### config.mk
export PLATFORM = sky130hd
export DESIGN_NAME = shift_serializer
export DESIGN_NICKNAME = d
export VERILOG_FILES = /design/src/rtl/shift_serializer.sv
export SDC_FILE = /design/constraint.sdc
export NUM_CORES = 1
export LEC_CHECK = 0
export CORE_MARGIN = 3
export CORE_UTILIZATION = 47
export DETAILED_ROUTE_END_ITERATION = 8
export PLACE_DENSITY = 0.85
export SLEW_MARGIN = 40
export SYNTH_ARGS = -nofsm -noshare
export SYNTH_HDL_FRONTEND = slang
export SYNTH_SLANG_ARGS = --single-unit
### constraint.sdc
create_clock -name clk -period 1.9 [get_ports clk]
set_input_delay 0.57 -clock clk [delete_from_list [all_inputs] [get_ports clk]]
set_output_delay 0.57 -clock clk [all_outputs]
set_load 0.005 [all_outputs]
### src/rtl/shift_serializer.sv
// Parallel-in, serial-out transmitter, MSB first, with a per-bit sample strobe.
// Words can be streamed gaplessly by handing off on the last bit's strobe.
module shift_serializer #(
   parameter int WIDTH = 16,
   parameter int DIV   = 1
) (
   input  logic             clk,
   input  logic             reset,
   input  logic [WIDTH-1:0] data_i,
   input  logic             valid_i,
   output logic             ready_o,
   output logic             serial_o,
   output logic             shift_o,
   output logic             busy_o,
   output logic             done_o
);

   localparam int BW = (WIDTH > 1) ? $clog2(WIDTH) : 1;
   localparam int TW = (DIV > 1) ? $clog2(DIV) : 1;
   localparam logic [BW-1:0] BIT_MAX  = BW'(WIDTH - 1);
   localparam logic [TW-1:0] TICK_MAX = TW'(DIV - 1);

   typedef enum logic {IDLE, SHIFT} state_t;

   state_t           state, state_n;
   logic [WIDTH-1:0] shreg, shreg_n;
   logic [BW-1:0]    bit_cnt, bit_n;
   logic [TW-1:0]    tick_cnt, tick_n;
   logic             last_tick, xfer;

   assign last_tick = (tick_cnt == TICK_MAX);
   assign busy_o    = (state == SHIFT);
   assign serial_o  = busy_o & shreg[WIDTH-1];
   assign shift_o   = busy_o & last_tick;
   assign done_o    = shift_o & (bit_cnt == BIT_MAX);
   // Ready never looks at valid_i, so the handshake has no comb loop.
   assign ready_o   = (state == IDLE) | done_o;
   assign xfer      = valid_i & ready_o;

   always_ff @(posedge clk or posedge reset) begin
      if (reset) begin
         state    <= IDLE;
         shreg    <= '0;
         bit_cnt  <= '0;
         tick_cnt <= '0;
      end else begin
         state    <= state_n;
         shreg    <= shreg_n;
         bit_cnt  <= bit_n;
         tick_cnt <= tick_n;
      end
   end

   always_comb begin
      state_n = state;
      shreg_n = shreg;
      bit_n   = bit_cnt;
      tick_n  = tick_cnt;
      if (xfer) begin
         state_n = SHIFT;
         shreg_n = data_i;
         bit_n   = '0;
         tick_n  = '0;
      end else begin
         unique case (state)
            IDLE: begin
               shreg_n = '0;
            end
            SHIFT: begin
               if (!last_tick) begin
                  tick_n = tick_cnt + 1'b1;
               end else if (bit_cnt == BIT_MAX) begin
                  state_n = IDLE;
                  shreg_n = '0;
                  bit_n   = '0;
                  tick_n  = '0;
               end else begin
                  shreg_n = {shreg[WIDTH-2:0], 1'b0};
                  bit_n   = bit_cnt + 1'b1;
                  tick_n  = '0;
               end
            end
            default: state_n = IDLE;
         endcase
      end
   end

endmodule

Word-level counts from Yosys, hierarchy flattened
Index checks and enable logic that the tools add are counted.
{"block": "word_totals", "inputBits": 19, "ff_bits": 22, "wordCells": 33}
{"block": "classes", "n_addsub": 2, "n_reduce_logical": 2, "bitwise_logic": 7, "eq_ne": 3, "mux": 15}
{"op": "$mux 16", "n": 3}
{"op": "$pmux 16 s2", "n": 1}
{"op": "$mux 4", "n": 4}
{"op": "$mux 1", "n": 7}
{"op": "$add 4x1->4 const B", "n": 1}
{"op": "$and 1x1->1", "n": 4}
{"op": "$eq 4x4->1 const B", "n": 1}
{"op": "$ne 3x2->1 const B", "n": 1}
{"op": "$ne 2x1->1 const B", "n": 1}
{"op": "$not 1->1", "n": 2}
{"op": "$reduce_and 2->1", "n": 1}
{"op": "$reduce_bool 2->1", "n": 1}
{"op": "$add 1x1->1 const B", "n": 1}
{"op": "$or 1x1->1", "n": 1}

Longest topological paths before layout
Gate-level depths: netlist of the first run.
{"block": "depth", "ltp_word": 7, "depth_mapped": 5, "mapped_depth_nobuf": 5}

Worst setup path after synthesis of the first run
OpenSTA, ideal clock, no wires.
{"block": "synth_path", "kind": "register -> output", "from": "reg bit_cnt[0]", "to": "out done_o", "setup_slack_ns": 0.281, "path_stages_with_launch": 5, "path_buffers": 1, "arrival_ns": 1.049, "cell_sequence": "dfrtp_1 > ha_1 > nand3_4 > buf_2 > nor2_1"}
{"block": "synth_via", "elab_chain_len": 2}
{"item": "from (decl)", "line": "27", "text": "logic [BW-1:0] bit_cnt, bit_n;"}
{"item": "from (signal assigned)", "line": "49", "text": "bit_cnt <= bit_n;"}
{"item": "$eq 4x4->1", "line": "35", "text": "assign done_o = shift_o & (bit_cnt == BIT_MAX);"}
{"item": "$and 1x1->1", "line": "35"}
{"item": "to (decl)", "line": "15", "text": "output logic done_o"}
No other way between the ends.

Worst setup path in the final report of the first run
{"block": "layout_path", "from": "reg bit_cnt[0]", "to": "out ready_o"}
{"block": "layout_via", "elab_chain_len": 3}
{"item": "$eq 4x4->1", "line": "35"}
{"item": "$and 1x1->1", "line": "35"}
{"item": "$or 1x1->1", "line": "37", "text": "assign ready_o = (state == IDLE) | done_o;"}
{"item": "to (decl)", "line": "11", "text": "output logic ready_o,"}
No other way between the ends.

==> results of run 1 <==
[registers in the layout, summed over array words and instances (netlist names)]
register  cells
shreg        16
bit_cnt       4
busy_o        1
[cell usage in the layout (no fill, tap or decap)]
| cell type | instances |
|---|---|
| nand4_1 | 2 |
| a32o_1 | 1 |
| and2_4 | 1 |
| nor2_1 | 1 |
| a21oi_1 | 1 |
| nor2_2 | 1 |
| nand3_1 | 15 |
| and2_1 | 1 |
| inv_4 | 1 |
| xnor2_1 | 1 |
| dlymetal6s2s_1 | 3 |
| o211ai_1 | 2 |
| ha_2 | 1 |
| dfrtp_1 | 20 |
| dfrtp_2 | 1 |
| nand3b_1 | 1 |
| nand3_4 | 1 |
| clkbuf_1 | 1 |
| clkbuf_4 | 3 |
| nand2b_1 | 1 |
| and3_1 | 1 |
| clkbuf_2 | 1 |
| o21ai_2 | 10 |
| nand2_1 | 19 |
| buf_6 | 1 |
| clkdlybuf4s50_1 | 18 |
| o21ai_0 | 6 |
| buf_4 | 20 |
| inv_1 | 3 |
[layout make-up]
class | instances | area share
repair buffers | 43 | 0.279
flip-flops and latches | 21 | 0.382
multi-input cells | 66 | 0.285
inverters | 4 | 0.0127
clock buffers | 4 | 0.0191
well taps | 25 | 0.0227
[metal layers]
layer / track usage / wire [microns]
met1: 0.221 / 893
met2: 0.347 / 1230
met3: 0.0401 / 122
met4: 0.0524 / 21
met5: 0 / 0
[per-stage QoR]
stage               hold WS [ns]  cell area (sq um)
finish                     0.501               1380
global route               0.529               1380
CTS                        0.503               1340
detailed placement         0.478               1300
global placement           0.460               1300
floorplan                  0.454                975
[final timing paths]
kind / depth (start not counted) / slack (ns) / endpoint
setup / recovery: 5 / 0.03 / ready_o
hold / removal: 2 / 0.50 / shreg[15]
setup reg to reg: 6 / 0.40 / shreg[4]
hold reg to reg: 2 / 0.50 / shreg[15]
max in group asynchronous: 3 / 1.06 / busy_o
min in group asynchronous: 3 / 0.61 / shreg[14]
[critical path, cell delays in order, from the launching register on]
cell and delay [ns]:
dfrtp_1 0.41, ha_2 0.22, nand3_4 0.08, and2_4 0.17, inv_4 0.04, buf_6 0.10
[where the power goes]
group / total (mW) / switching (mW) / leakage, nW / internal (mW)
registers: 0.672 / 0.0696 / 0.274 / 0.603
logic: 0.721 / 0.340 / 0.361 / 0.381
clock network: 0.201 / 0.120 / 0.0150 / 0.0814
total: 1.59 / 0.529 / 0.650 / 1.07
[timing repair]
| item | 4_1_cts | 5_1_grt |
|---|---|---|
| endpoints found under the setup margin | 5 | 5 |
| pin swaps | 2 | 2 |
| gates resized for setup | 8 | 8 |
| setup buffers | 2 | 3 |
| endpoints found under the hold margin | 0 | 0 |
[logic make-up (layout without fill, tap and decap cells)]
logic type / Yosys count / after routing / share of synthesized area
AND/OR/NAND/NOR: 44 / 44 / 0.225
flip-flops: 21 / 21 / 0.539
adder cells (fa/ha/maj): 1 / 1 / 0.0128
XOR/XNOR: 1 / 1 / 0.00899
AO/OA/AOI/OAI: 20 / 20 / 0.151
buffers and inverters: 12 / 51 / 0.0629
==> run metrics, run 1 <==
area delta synth->final 41.5%; EDFF count, synth 0; non-filler instance count after layout approximately 160; cts bufs inserted 3; Final Wtd Congestion 0.791; initial antenna violation count 0; Post-Syn Area about 970 sq um; headroom to the max-slew limit 0.814; Pwr Density 1160 nW/um^2; DR iter-0 viols 10; count of cell types in the netlist 23; final hold violations 0; cts hold-fix bufs 0; RSZ-0062 raised after global routing true; Tmin final about 1.9 ns; most instantiated cells after synthesis 21 x dfrtp_1, 19 x nand2_1, 15 x nand3_1; GRT Util Overall 0.189; total negative slack 0 ns; vias in the first global route 819; H-tree depth 1; worst hold-check path type flop to flop; first-pass GRT wire length ~3.7 mm; crit-path max FO 4; Post-synth ARST share 1.00; layout cells sized above 1 0.297; HPWL after DPL 1.61 mm; crit path launch type flop; width of the die between 50 and 60 microns; core area 1840 sq um; DRT Pass-1 Iters 4; status finished, final reports clean; CTS clk-pin slew, worst paths around 0.11 ns; DP Cell Count between 150 and 200; CTS tree done; Register Area 527 sq um; Synthesis Warnings 0; Critical Path End Type output port; VDD IR max roughly 660 uV; clock tree buffer depth 2; Power, Total 1.59 mW; Post-DRT Antenna Nets 0; Via-to-Cell Ratio 5.09; Antenna Cells 0; pre-CTS setup slack -0.109 ns; die area 2660 sq um; Yosys top cell area share 0.539; Synth area leaders dfrtp_1 54%, o21ai_2 9.0%, nand3_1 7.7%; setup violators final 0; pin count of the biggest net entering global routing 22; crit path from bit_cnt[0]; Slew @ Worst Pin 0.278 ns; Seq/Total Area, Yosys 0.539; DRT Wirelength 2.27 mm; Final WS setup 0.0266 ns; Synth area leader dfrtp_1; Routed WL per cell approximately 14 microns; final design utilization 0.750; final-stage net count 159; initial core utilization 0.530; num ports 24; # rows 15; Post-synth top flop dfrtp_1; Arr. time, crit path 1.30 ns; Mapped Nets roughly 120; Synth Register Bits 21; reg2reg start bit_cnt[0]; max-slew violation count 0; Mean Syn Cell Area 9.85 sq um; total grt overflow 0; FILL cells between 100 and 150; CP Class flop to output port; Max Clock Freq 534 MHz; top-count cell post-synth dfrtp_1; clock root cell clkbuf_4; leak pwr roughly 0.65 nW; Sink Count 21; Synth Instances 99; Final Skew 0.00310 ns; via count between 800 and 900; clk_lat worst skew 0.29 ns; Die Ht 51.5 microns; Max Cap Violations 0; Final period util 0.986; port bufs 23; Multi-input gate area 393 sq um; Hold Crit Start shreg[14]; # DRC 0; Worst EP required 1.33 ns
Note: power is estimated with default switching activity, not from simulation.
==> inputs of run 2 (changes only) <==
--- a/config.mk
+++ b/config.mk
@@ -5,6 +5,7 @@
 export SDC_FILE = /design/constraint.sdc
 export NUM_CORES = 1
 export LEC_CHECK = 0
+export CAP_MARGIN = 20
 export CORE_MARGIN = 3
 export CORE_UTILIZATION = 47
 export DETAILED_ROUTE_END_ITERATION = 8
==> results of run 2 <==
The final DEF is identical to that of run 1; final timing and power are the same.
